==> config.mk <==
export PLATFORM = sky130hd
export DESIGN_NAME = rv64g_reg_lock_scoreboard
export DESIGN_NICKNAME = d
export VERILOG_FILES = /design/src/rtl/rv64g_pkg.sv /design/src/rtl/rv64g_reg_lock_scoreboard_sb_counter.sv /design/src/rtl/rv64g_reg_lock_scoreboard.sv
export SDC_FILE = /design/constraint.sdc
export NUM_CORES = 1
export LEC_CHECK = 0
export BUFFER_PORTS_ARGS = -buffer_cell sky130_fd_sc_hd__buf_2
export CAP_MARGIN = 20
export CORE_MARGIN = 4
export CORE_UTILIZATION = 40
export CTS_CLUSTER_SIZE = 24
export DETAILED_ROUTE_END_ITERATION = 10
export SYNTH_ARGS = -nofsm -noshare
export SYNTH_HDL_FRONTEND = slang
export SYNTH_HIERARCHICAL = 1
export SYNTH_SLANG_ARGS = --single-unit
==> constraint.sdc <==
create_clock -name clk_i -period 6.5 [get_ports clk_i]
set_input_delay 1.3 -clock clk_i [delete_from_list [all_inputs] [get_ports clk_i]]
set_output_delay 1.3 -clock clk_i [all_outputs]
set_load 0.01 [all_outputs]
==> src/rtl/rv64g_pkg.sv <==
`default_nettype none
// ============================================================================
// Module      : rv64g_pkg
// Description : Shared constants and types for the rv64g register-lock
//               scoreboard: register count, writeback port count and the
//               scoreboard state encoding.
// Revision    : 1.0 - initial release
// ============================================================================
package rv64g_pkg;

    localparam int NUM_REGS     = 32;
    localparam int NUM_WB_PORTS = 2;

    // Scoreboard control state; JUMP and DRAIN lock the whole register file
    typedef enum logic [1:0] {
        IDLE  = 2'd0,
        RUN   = 2'd1,
        JUMP  = 2'd2,
        DRAIN = 2'd3
    } sb_state_e;

endpackage : rv64g_pkg
`default_nettype wire

==> src/rtl/rv64g_reg_lock_scoreboard_sb_counter.sv <==
`default_nettype none
// ============================================================================
// Module      : sb_counter
// Description : Outstanding-write counter for one register. Counts up by one
//               per issue and down by up to DW-bit "dec" writebacks per cycle.
//               Clamps at max (overflow flag) and at zero (underflow flag).
// Revision    : 1.0 - initial release
// ============================================================================
module sb_counter #(
    parameter int CW = 2,
    parameter int DW = 2
) (
    input  logic          clk,
    input  logic          rst,
    input  logic          i_inc,
    input  logic [DW-1:0] i_dec,
    output logic [CW-1:0] o_count,
    output logic [CW-1:0] o_count_nxt,
    output logic          o_ovf,
    output logic          o_unf
);

    // Wide enough to hold count+1 and the largest decrement without wrapping
    localparam int            WW    = (CW + 1 > DW) ? CW + 1 : DW;
    localparam logic [WW-1:0] c_MAX = WW'((1 << CW) - 1);

    logic [CW-1:0] r_count;
    logic [WW-1:0] w_up;
    logic [WW-1:0] w_dec_ext;
    logic [WW-1:0] w_net;

    // Net update for the cycle with clamping at both ends
    always_comb begin
        w_up        = WW'(r_count) + WW'(i_inc);
        w_dec_ext   = WW'(i_dec);
        w_net       = w_up - w_dec_ext;
        o_count_nxt = r_count;
        o_ovf       = 1'b0;
        o_unf       = 1'b0;
        if (w_up < w_dec_ext) begin
            o_unf       = 1'b1;
            o_count_nxt = '0;
        end else if (w_net > c_MAX) begin
            o_ovf       = 1'b1;
            o_count_nxt = c_MAX[CW-1:0];
        end else begin
            o_count_nxt = w_net[CW-1:0];
        end
    end

    // Counter register
    always_ff @(posedge clk) begin
        if (rst) begin
            r_count <= '0;
        end else begin
            r_count <= o_count_nxt;
        end
    end

    assign o_count = r_count;

endmodule : sb_counter
`default_nettype wire

==> src/rtl/rv64g_reg_lock_scoreboard.sv <==
`default_nettype none
// ============================================================================
// Module      : rv64g_reg_lock_scoreboard
// Description : Tracks outstanding register writes between launch and
//               writeback and produces the per-register lock vector for the
//               instruction launcher. Jumps in flight and pipeline clears lock
//               the whole register file until the datapath is quiet.
// Revision    : 1.0 - initial release
// ============================================================================
module rv64g_reg_lock_scoreboard
    import rv64g_pkg::*;
#(
    parameter int NR  = NUM_REGS,
    parameter int NWB = NUM_WB_PORTS,
    parameter int CW  = 2
) (
    input  logic                     clk_i,
    input  logic                     srst_i,
    input  logic                     clear_i,
    input  logic                     issue_valid_i,
    input  logic                     issue_ready_i,
    input  logic [$clog2(NR)-1:0]    issue_rd_i,
    input  logic                     issue_jump_i,
    input  logic [NWB-1:0]           wb_valid_i,
    input  logic [NWB*$clog2(NR)-1:0] wb_rd_i,
    input  logic                     jump_done_i,
    output logic [NR-1:0]            locks_o,
    output logic                     busy_o,
    output logic                     err_o
);

    localparam int RW = $clog2(NR);
    localparam int DW = $clog2(NWB + 1);

    sb_state_e     r_state;
    logic          r_err;

    logic          w_fire;
    logic          w_accept;
    logic          w_global;
    logic          w_any_busy;
    logic          w_any_nxt;
    logic          w_err;
    logic [NR-1:0] w_busy;
    logic [NR-1:0] w_busy_nxt;
    logic [NR-1:0] w_ovf;
    logic [NR-1:0] w_unf;

    // Issues arriving while draining are dropped: the launcher should be
    // fully locked then, so such an issue is a protocol error, not work.
    assign w_fire   = issue_valid_i & issue_ready_i;
    assign w_accept = w_fire & (r_state != DRAIN);

    // x0 has no counter and is never busy
    assign w_busy[0]     = 1'b0;
    assign w_busy_nxt[0] = 1'b0;
    assign w_ovf[0]      = 1'b0;
    assign w_unf[0]      = 1'b0;

    generate
        for (genvar r = 1; r < NR; r++) begin : g_cnt
            logic          w_inc;
            logic [DW-1:0] w_dec;
            logic [CW-1:0] w_count;
            logic [CW-1:0] w_count_nxt;

            assign w_inc = w_accept && (issue_rd_i == RW'(r));

            // Number of writeback ports retiring this register this cycle
            always_comb begin
                w_dec = '0;
                for (int p = 0; p < NWB; p++) begin
                    if (wb_valid_i[p] && (wb_rd_i[p*RW +: RW] == RW'(r))) begin
                        w_dec = w_dec + DW'(1);
                    end
                end
            end

            sb_counter #(
                .CW (CW),
                .DW (DW)
            ) u_cnt (
                .clk         (clk_i),
                .rst         (srst_i),
                .i_inc       (w_inc),
                .i_dec       (w_dec),
                .o_count     (w_count),
                .o_count_nxt (w_count_nxt),
                .o_ovf       (w_ovf[r]),
                .o_unf       (w_unf[r])
            );

            assign w_busy[r]     = (w_count != '0);
            assign w_busy_nxt[r] = (w_count_nxt != '0);
        end
    endgenerate

    assign w_any_busy = |w_busy;
    assign w_any_nxt  = |w_busy_nxt;

    // Protocol violations detected this cycle, reported one cycle later
    assign w_err = (|w_ovf) | (|w_unf)
                 | (w_fire && (r_state == DRAIN))
                 | (jump_done_i && (r_state != JUMP))
                 | (w_fire && issue_jump_i && (r_state == JUMP));

    // Control FSM and error pulse register; branches are in priority order
    always_ff @(posedge clk_i) begin
        if (srst_i) begin
            r_state <= IDLE;
            r_err   <= 1'b0;
        end else begin
            r_err <= w_err;
            if (clear_i) begin
                r_state <= DRAIN;
            end else if (r_state == DRAIN) begin
                if (!w_any_busy && !(|wb_valid_i)) begin
                    r_state <= IDLE;
                end
            end else if (w_fire && issue_jump_i) begin
                r_state <= JUMP;
            end else if (r_state == JUMP) begin
                if (jump_done_i) begin
                    r_state <= w_any_nxt ? RUN : IDLE;
                end
            end else begin
                r_state <= w_any_nxt ? RUN : IDLE;
            end
        end
    end

    // Outputs decode registered state only, so inputs never reach locks_o
    assign w_global = (r_state == JUMP) || (r_state == DRAIN);
    assign locks_o  = {w_busy[NR-1:1] | {(NR-1){w_global}}, 1'b0};
    assign busy_o   = w_any_busy | (r_state != IDLE);
    assign err_o    = r_err;

endmodule : rv64g_reg_lock_scoreboard
`default_nettype wire

==> flow_summary.yaml, run 1 <==
synthesis:
  yosys_register_bits: 65
  synthSimpleGateAreaFrac: 0.195
  syn_inst: 1050
  synthDistinctLibCells: 35
  synth_compound_area_frac: 0.258
  yosys.area_share.xor_xnor: 0.0289
  synth_warnings: 6
  synthMuxAreaShare: 0
  synthAdderAreaFrac: 0.297
  avgSynthCellArea_um2: 8.94
  synth_top_family_by_area: "adder cells"
  synth-seq-area-share: 0.139
  syn-num-nets: 1260
  syn-cell-area_um2: 9390
route:
  drt_drc_violations_left: 0
  drtIter0Drc: 748
  drtPass1Iterations: 5
  antenna_left: 0
  avgViaCountPerCell: 5.86
  num_vias: 8150
  route.detailed.wl_per_inst_um: 20.7
  postRouteWirelength_um: 28800
clock_network:
  htreeDepth: 3
  clockBufferDepth: 2
  clk_transition_reported_paths_ns: 0.07
  clock_sinks: 65
  clock_latency_ns: 0.36
  cts_root_buffer: "clkbuf_16"
  cts_buffers: 9
  hold_buffers: 0
  cts_setup_buffers: 0
  cts_tree: "done"
  cts-resized-gates: 0
placement:
  dpl.hpwl_um: 23800
  placed_area_um2: 9780
  numPortBuffers: 56
  place_congestion: 0.924
timing:
  skew_ns: 0.00974
  worstMarginPinSlew_ns: 0.870
  rsz0062_at_grt: "false"
  period_share: 0.794
  setup_viol: 0
  relSlewSlack: 0.415
  final_max_slew_viol_count: 0
  setup-tns-final_ns: 0
  finalCriticalPeriod_ns: 5.16
  finalHoldViolCount: 0
  holdWs_ns: 0.667
  timing.fmax_mhz: 194
setup_path:
  arrival_ns: 5.38
  worstPathRequired_ns: 6.71
  cp-start-kind: "primary input"
  critPathKind: "primary input to flip-flop"
  cp_max_fo: 6
  endpoint_kind: "flip-flop"
power_and_ir_drop:
  p_leak_nw: 4.03
  vdd.ir_drop.worst_uv: 109
  p_per_area_nw_per_um2: 155
  p_total_mw: 1.57
final_layout:
  synthToLayoutAreaGrowth_pct: 8.25
  drive_gt1_frac: 0.131
  n_fill_cell: 2312
  final_nets: 1283
  stdcell_area_um2: 10200
  diodes: 0
global_route:
  grt_first_pass_wirelength_um: 45000
  antenna_found_initial: 1
  grt.overflow.total: 0
  track_usage: 0.222
  grt_pass1_vias: 7931
  grt_max_degree: 42
die:
  die-area_um2: 26000
  ios: 58
  die_w_um: 161
  core-area_um2: 22800
  initial_core_util: 0.411
  rows: 55
  die_y_um: 161
job:
  cap_violations: 0
run_status:
  outcome: "completed"
worst_hold_path:
  holdCritPathClass: "flip-flop to flip-flop"
[state kept, by name (all words and copies together) (netlist names)]
signal and cells:
g_cnt.u_cnt/o_count 62, err_o 1, r_state 2
[cell families after synthesis]
logic type	after synthesis
buffers and inverters	173
other	1
adders and majority gates	186
DFF	65
AOI/OAI and AO/OA	257
xor gates and xnor gates	31
and+or+nand+nor	337
[per-stage QoR]
stage | std cells | utilization | setup slack [ns]
5_1_grt | 1391 | 0.445 | 1.14
4_1_cts | 1391 | 0.445 | 1.45
2_1_floorplan | 1050 | - | 2.03
6_report | 1391 | 0.445 | 1.34
3_5_place_dp | 1375 | 0.428 | 1.09
3_3_place_gp | 1375 | 0.428 | 1.10
[critical path, stage by stage]
cell and delay, ns:
buf_2 0.13, nor2b_1 0.26, nand3_1 0.22, nor3_1 0.36, ha_1 0.31, ha_1 0.24
fa_1 0.47, nor3b_1 0.39, a211oi_1 0.11, nor4_1 0.71, nand4_1 0.14, or4_1 0.53
o21ai_0 0.10, o2bb2ai_1 0.09
[power by group]
| group | internal (mW) | leakage [nW] | total (mW) | switching [mW] |
|---|---|---|---|---|
| Sequential | 0.420 | 0.529 | 0.442 | 0.0223 |
| Combinational | 0.191 | 3.31 | 0.484 | 0.293 |
| Clock | 0.435 | 0.186 | 0.649 | 0.214 |
| Total | 1.05 | 4.03 | 1.57 | 0.529 |
[cells in the mapped netlist]
| cell | count | area [um^2] |
|---|---|---|
| buf_4 | 32 | 240 |
| ha_1 | 124 | 1550 |
| xnor2_1 | 31 | 272 |
| nor2b_1 | 6 | 37.5 |
| conb_1 | 1 | 3.75 |
| o21ai_0 | 1 | 5.00 |
| nor4_1 | 45 | 282 |
| o2bb2ai_1 | 1 | 8.76 |
| nand3_1 | 9 | 45.0 |
| inv_1 | 127 | 477 |
| buf_1 | 2 | 7.51 |
| nor4_2 | 1 | 12.5 |
| or4_1 | 2 | 15.0 |
| or3_2 | 1 | 7.51 |
| o31a_1 | 32 | 280 |
| a2111oi_2 | 62 | 931 |
| nand4b_1 | 2 | 17.5 |
| nand4_1 | 14 | 87.6 |
| a21oi_1 | 4 | 20.0 |
| or4_2 | 1 | 8.76 |
| nand2_1 | 16 | 60.1 |
| dfxtp_1 | 65 | 1300 |
| or3_1 | 31 | 194 |
| nor3_1 | 9 | 45.0 |
| and3_1 | 1 | 6.26 |
| a31oi_1 | 2 | 12.5 |
| or2_2 | 2 | 12.5 |
| clkbuf_1 | 12 | 45.0 |
| fa_1 | 62 | 1240 |
| o21a_1 | 31 | 233 |
| a21o_1 | 62 | 465 |
| a211oi_1 | 62 | 465 |
| nand2b_1 | 10 | 62.6 |
| nor3b_1 | 62 | 465 |
| nor2_1 | 125 | 469 |
[metal layers]
| layer | wire, um | share of wire | vias to the layer above | global-route usage |
|---|---|---|---|---|
| met5 | 13 | 0.00045 | - | 0 |
| met4 | 808 | 0.028 | 2 | 0.0713 |
| li1 | - | - | 3931 | - |
| met2 | 13000 | 0.45 | 243 | 0.356 |
| met1 | 12900 | 0.45 | 3932 | 0.297 |
| met3 | 2010 | 0.070 | 42 | 0.0490 |
[cell type report]
cell class,instances,area (um^2),area share
Sequential cell,65,1300,0.128
Tap cell,313,392,0.0385
Multi-Input combinational cell,812,7320,0.720
Timing Repair Buffer,58,298,0.0293
Clock buffer,11,253,0.0249
Clock inverter,5,125,0.0123
Inverter,127,477,0.0469
[cells in the final DEF (no fill, tap or decap), types with 6 or more instances in the layout]
cell         n
nor2_1     125
dfxtp_1     65
buf_2       55
nand3_1      9
inv_1      127
or3_1       31
a21o_1      62
clkbuf_16    9
nor3b_1     62
fa_1        62
xnor2_1     31
nand2b_1    10
o31a_1      32
ha_1       124
a211oi_1    62
nand2_1     16
nor2b_1      6
o21a_1      31
nor3_1       9
nor4_1      45
nand4_1     14
a2111oi_2   62
[final timing paths]
kind                           start                       to  slack [ns]  cells after the start
max                    wb_valid_i[0]  r_state[0]$_SDFFE_PP0P_        1.34                     14
max reg2reg  r_state[0]$_SDFFE_PP0P_  r_state[0]$_SDFFE_PP0P_        1.98                     16
min          r_state[1]$_SDFFE_PP0P_  r_state[1]$_SDFFE_PP0P_        0.67                      2
min reg2reg  r_state[1]$_SDFFE_PP0P_  r_state[1]$_SDFFE_PP0P_        0.67                      2
Power figures use the tool's default switching activity.
==> run 2, diff against run 1 <==
==> constraint.sdc (replaced) <==
create_clock -name clk_i -period 5.1 [get_ports clk_i]
set_input_delay 1.02 -clock clk_i [delete_from_list [all_inputs] [get_ports clk_i]]
set_output_delay 1.02 -clock clk_i [all_outputs]
set_load 0.01 [all_outputs]
==> run 2 against run 1 <==
Effect of this change: die area stayed put; global-route usage is 0.37 points lower; non-clock buffer count is 8 higher; sequential power is 28% higher; clock skew is 0.00076 ns lower; largest power group unchanged; highest routed layer unchanged.
==> flow_summary.yaml, run 2 (synthesis results as in run 1) <==
timing:
  timing.fmax_mhz: 217
  setup-tns-final_ns: 0
  relSlewSlack: 0.535
  skew_ns: 0.00897
  finalHoldViolCount: 0
  period_share: 0.902
  final_max_slew_viol_count: 0
  rsz0062_at_grt: "false"
  setup_viol: 0
  worstMarginPinSlew_ns: 0.691
  finalCriticalPeriod_ns: 4.60
global_route:
  antenna_found_initial: 5
  grt_max_degree: 37
  track_usage: 0.218
  grt_pass1_vias: 7967
  grt_first_pass_wirelength_um: 44200
  grt.overflow.total: 0
die:
  die-area_um2: 26000
  ios: 58
  rows: 55
  core-area_um2: 22800
  initial_core_util: 0.411
  die_w_um: 161
  die_y_um: 161
power_and_ir_drop:
  vdd.ir_drop.worst_uv: 140
  clock_power_share: 0.352
  p_per_area_nw_per_um2: 181
  p_int_mw: 1.17
  pwr-share-seq: 0.308
  p_sw_uw: 661
  p_total_mw: 1.83
  power_frac_comb: 0.340
  p_leak_nw: 4.03
  switching_share: 0.361
clock_network:
  clock_sinks: 65
  clockBufferDepth: 2
  cts_buffers: 9
  cts_tree: "done"
  clk_transition_reported_paths_ns: 0.06
  cts-resized-gates: 0
  clock_latency_ns: 0.35
  cts_setup_buffers: 0
  cts_root_buffer: "clkbuf_16"
  htreeDepth: 3
  hold_buffers: 0
placement:
  dp_cells: 1383
  place_congestion: 0.917
  numPortBuffers: 56
  dpl.hpwl_um: 23300
final_layout:
  fin_cells: 1403
  n_fill_cell: 2287
  synthToLayoutAreaGrowth_pct: 8.10
  largest_reg_flops: 62
  drive_gt1_frac: 0.136
  final_common_cell: "inv_1"
  final_cell_mix: "127 x inv_1, 125 x nor2_1, 124 x ha_1, 65 x dfxtp_1"
  final_nets: 1291
setup_path:
  cp-start-kind: "primary input"
  worstPathRequired_ns: 5.32
  arrival_ns: 4.82
  endpoint_kind: "flip-flop"
  cp_max_fo: 5
  critPathKind: "primary input to flip-flop"
route:
  avgViaCountPerCell: 5.85
  route.detailed.wl_per_inst_um: 20.2
  postRouteWirelength_um: 28400
  drtPass1Iterations: 5
  drtIter0Drc: 656
  num_vias: 8201
  drt_drc_violations_left: 0
  antenna_left: 0
worst_hold_path:
  holdCritPathClass: "flip-flop to flip-flop"
run_status:
  outcome: "completed"
job:
  cap_violations: 0
[run 2: changes by cell type in the layout (fill, tap and decap cells not counted)]
cell / before / now
clkinv_2: 1 / 2
buf_4: 3 / 11
clkbuf_1: 0 / 1
bufinv_16: 4 / 0
clkbuf_8: 2 / 4
diode_2: 0 / 4
[run 2: power groups by stage]
| stage | sequential (mW) | combinational [mW] | clock, mW |
|---|---|---|---|
| 5_1_grt | 0.567 | 0.684 | 0.677 |
| 3_5_place_dp | 0.575 | 0.614 | 0 |
| 4_1_cts | 0.564 | 0.619 | 0.664 |
| 3_3_place_gp | 0.575 | 0.612 | 0 |
| 2_1_floorplan | 0.563 | 0.407 | 0 |
| 6_report | 0.564 | 0.624 | 0.645 |
[run 2: cell type report]
class / count / area [um^2] / share of cell area
multi-input cells: 812 / 7320 / 0.721
flip-flops and latches: 65 / 1300 / 0.128
inverters: 127 / 477 / 0.0470
well taps: 313 / 392 / 0.0386
repair buffers: 66 / 358 / 0.0353
clock buffers: 14 / 284 / 0.0280
clock inverters: 2 / 10.0 / 0.000986
diodes: 4 / 10.0 / 0.000986
[run 2: worst paths after layout]
kind,start,to,slack (ns),depth (start not counted)
worst max register to register,r_state[0]$_SDFFE_PP0P_,r_state[0]$_SDFFE_PP0P_,0.68,16
worst min-delay path,r_state[1]$_SDFFE_PP0P_,r_state[1]$_SDFFE_PP0P_,0.68,2
worst max-delay path,issue_valid_i,r_state[0]$_SDFFE_PP0P_,0.50,16
worst min register to register,r_state[1]$_SDFFE_PP0P_,r_state[1]$_SDFFE_PP0P_,0.68,2
[run 2: critical path, cell delays in order]
cell and delay (ns):
buf_2 0.10, nand3_1 0.14, nor2_1 0.24, nand3_1 0.32, nor2_1 0.27, ha_1 0.16
inv_1 0.04, ha_1 0.21, fa_1 0.47, nor3b_1 0.38, a211oi_1 0.11, nor4_1 0.45
nand4_1 0.20, or4_1 0.53, o21ai_0 0.09, o2bb2ai_1 0.09
[run 2: metal layers]
layer,wire (um),share of wire,vias to the layer above,track usage
met4,832,0.029,2,0.0799
met2,12700,0.45,286,0.342
met5,17,0.00060,-,0
li1,-,-,3958,-
met1,12800,0.45,3911,0.303
met3,2030,0.072,44,0.0355
[run 2: through the flow]
| stage | area, um^2 | setup WS [ns] | utilization | hold WS [ns] |
|---|---|---|---|---|
| after global placement | 9840 | 0.182 | 0.431 | 0.634 |
| after detailed placement | 9840 | 0.180 | 0.431 | 0.634 |
| after CTS | 10100 | 0.552 | 0.444 | 0.668 |
| after floorplan | 9390 | 0.909 | - | 0.535 |
| after global routing | 10100 | 0.257 | 0.444 | 0.700 |
| final | 10100 | 0.497 | 0.444 | 0.681 |
==> run 3, diff against run 2 <==
--- a/config.mk
+++ b/config.mk
@@ -5,6 +5,8 @@
 export SDC_FILE = /design/constraint.sdc
 export NUM_CORES = 1
 export LEC_CHECK = 0
+export ABC_AREA = 1
+export ABC_CLOCK_PERIOD_IN_PS = 5100
 export BUFFER_PORTS_ARGS = -buffer_cell sky130_fd_sc_hd__buf_2
 export CAP_MARGIN = 20
 export CORE_MARGIN = 4
==> run 3 against run 2 <==
Effect of this change: sequential share of layout area rose by 0.71 points; non-clock buffer count fell by 9; register-to-register slack improved by 0.73 ns; area after synthesis fell by 7.1%; highest routed layer is now met4; critical endpoint unchanged; global-route usage fell by 1.7 points; power fell by 4.7%.
==> flow_summary.yaml, run 3 <==
clock_network:
  cts_tree: "done"
  clock_sinks: 65
  clk_transition_reported_paths_ns: 0.05
  cts_setup_buffers: 0
  cts_root_buffer: "clkbuf_16"
  hold_buffers: 0
  clockBufferDepth: 2
  clock_latency_ns: 0.35
  cts_buffers: 9
  cts-resized-gates: 0
  htreeDepth: 3
timing:
  worstMarginPinSlew_ns: 0.745
  timing.fmax_mhz: 257
  setup_viol: 0
  setup-tns-final_ns: 0
  final_max_slew_viol_count: 0
  finalCriticalPeriod_ns: 3.88
  skew_ns: 0.00527
  period_share: 0.761
  rsz0062_at_grt: "false"
  relSlewSlack: 0.503
  finalHoldViolCount: 0
synthesis:
  synth-seq-area-share: 0.149
  syn-num-nets: 1580
  synth_top_area_cell: "ha_1"
  synthSimpleGateAreaFrac: 0.334
  synth.most_common_cell: "inv_1"
  synth_area_leaders: "ha_1 18%, inv_1 16%, dfxtp_1 15%"
  synth_top_family_by_area: "simple AND/OR/NAND/NOR gates"
  syn-cell-area_um2: 8720
  avgSynthCellArea_um2: 6.37
  async_reset_ff_frac: 0
  synth_commonest_cells: "368 x inv_1, 280 x nor2_1, 267 x nand2_1"
  yosys_register_bits: 65
  yosys.area_share.xor_xnor: 0
  syn_inst: 1370
  synth_warnings: 6
  synth_compound_area_frac: 0.0298
  synthMuxAreaShare: 0
  synth_edf_count: 0
  synth_top_area_frac: 0.178
  ys.flop_type: "dfxtp_1"
  synthDistinctLibCells: 27
  synthAdderAreaFrac: 0.320
global_route:
  grt_pass1_vias: 7917
  track_usage: 0.201
  grt_first_pass_wirelength_um: 38500
  grt_max_degree: 35
  grt.overflow.total: 0
  antenna_found_initial: 0
final_layout:
  final_cell_mix: "368 x inv_1, 280 x nor2_1, 267 x nand2_1, 124 x ha_1, 77 x nand3_1"
  synthToLayoutAreaGrowth_pct: 10.2
  largest_reg_flops: 62
  n_fill_cell: 2268
  final_nets: 1639
  drive_gt1_frac: 0.0802
  final_common_cell: "inv_1"
  fin_cells: 1710
die:
  rows: 53
  core-area_um2: 21200
  die_y_um: 156
  die-area_um2: 24200
  ios: 58
  die_w_um: 156
  initial_core_util: 0.411
power_and_ir_drop:
  vdd.ir_drop.worst_uv: 143
  p_leak_nw: 5.67
  p_per_area_nw_per_um2: 182
placement:
  place_congestion: 0.889
  dp_cells: 1693
  dpl.hpwl_um: 20100
  numPortBuffers: 56
setup_path:
  endpoint_kind: "flip-flop"
  cp-start-kind: "primary input"
  startpoint: "issue_valid_i"
  r2r_start: "r_state[1]$_SDFFE_PP0P_"
  arrival_ns: 4.08
  cp_max_fo: 14
  critPathKind: "primary input to flip-flop"
  worstPathRequired_ns: 5.29
route:
  avgViaCountPerCell: 4.65
  num_vias: 7959
  drtPass1Iterations: 6
  postRouteWirelength_um: 23400
  drt_drc_violations_left: 0
  route.detailed.wl_per_inst_um: 13.7
  antenna_left: 0
  drtIter0Drc: 493
worst_hold_path:
  hp-start: "r_state[0]$_SDFFE_PP0P_"
  holdCritPathClass: "flip-flop to flip-flop"
run_status:
  outcome: "completed"
job:
  cap_violations: 0
-- run 3: changes by cell type after synthesis, sizes merged, moves of 37 or more --
cell and change:
a2111oi -62, nor3b -62, a211oi -61, nor2 +157, nand3 +68, a21o -62, nand2 +283, nor4 -37
inv +245
-- run 3: final timing paths --
kind | endpoint | cells past startpoint | slack, ns
worst max-delay path | r_state[0]$_SDFFE_PP0P_ | 23 | 1.22
worst max register to register | r_state[0]$_SDFFE_PP0P_ | 21 | 1.41
worst min-delay path | r_state[0]$_SDFFE_PP0P_ | 4 | 0.71
worst min register to register | r_state[0]$_SDFFE_PP0P_ | 4 | 0.71
-- run 3: final cells by class --
type	count	area, um^2	share of cell area
antenna	1	2.50	0.000260
clock buffer	14	274	0.0285
clock inverter	2	35.0	0.00364
inverter	373	1400	0.146
multi-input combinational	923	5970	0.621
sequential	65	1300	0.135
tap	275	344	0.0358
timing repair buffer	57	288	0.0299
-- run 3: cells by family (layout without fill, tap and decap cells) --
group                    Yosys count  after routing
AO/OA/AOI/OAI                     36             36
adder cells (fa/ha/maj)          186            186
buffers and inverters            382            446
flip-flops                        65             65
other                              1              2
AND/OR/NAND/NOR                  700            700
-- run 3: power by group --
part           internal (mW)  switching [mW]
Clock                  0.418           0.239
Sequential             0.535          0.0201
Combinational          0.190           0.344
-- run 3: worst max-delay path, stage by stage --
cell	delay, ns
buf_2	0.07
nand2_1	0.07
inv_2	0.09
nand3_1	0.37
nor4_1	0.45
ha_1	0.20
inv_1	0.04
ha_1	0.19
fa_1	0.40
nand2_1	0.12
nand3_1	0.09
nand2_1	0.08
inv_1	0.04
nor2_1	0.08
nand2_1	0.06
nor2_1	0.10
nand2_1	0.09
nor2_1	0.21
nand2_1	0.08
nand2_1	0.06
nand2_1	0.04
nand2_1	0.05
a21oi_1	0.06
-- run 3: layer usage --
layer | part of all wire | global-route usage
met1 | 0.49 | 0.274
met5 | 0 | 0
met4 | 0.019 | 0.0538
met3 | 0.051 | 0.0286
met2 | 0.44 | 0.334
-- run 3: stage by stage --
stage          utilization  total power [mW]  setup WS [ns]  hold slack, ns  area, um^2
5_1_grt              0.453              1.87          0.834           0.755        9610
3_5_place_dp         0.438              1.10          0.897           0.683        9300
3_3_place_gp         0.438              1.10          0.857           0.674        9300
6_report             0.453              1.75           1.22           0.710        9610
2_1_floorplan            -             0.926           1.63           0.610        8720
4_1_cts              0.453              1.76           1.24           0.693        9610
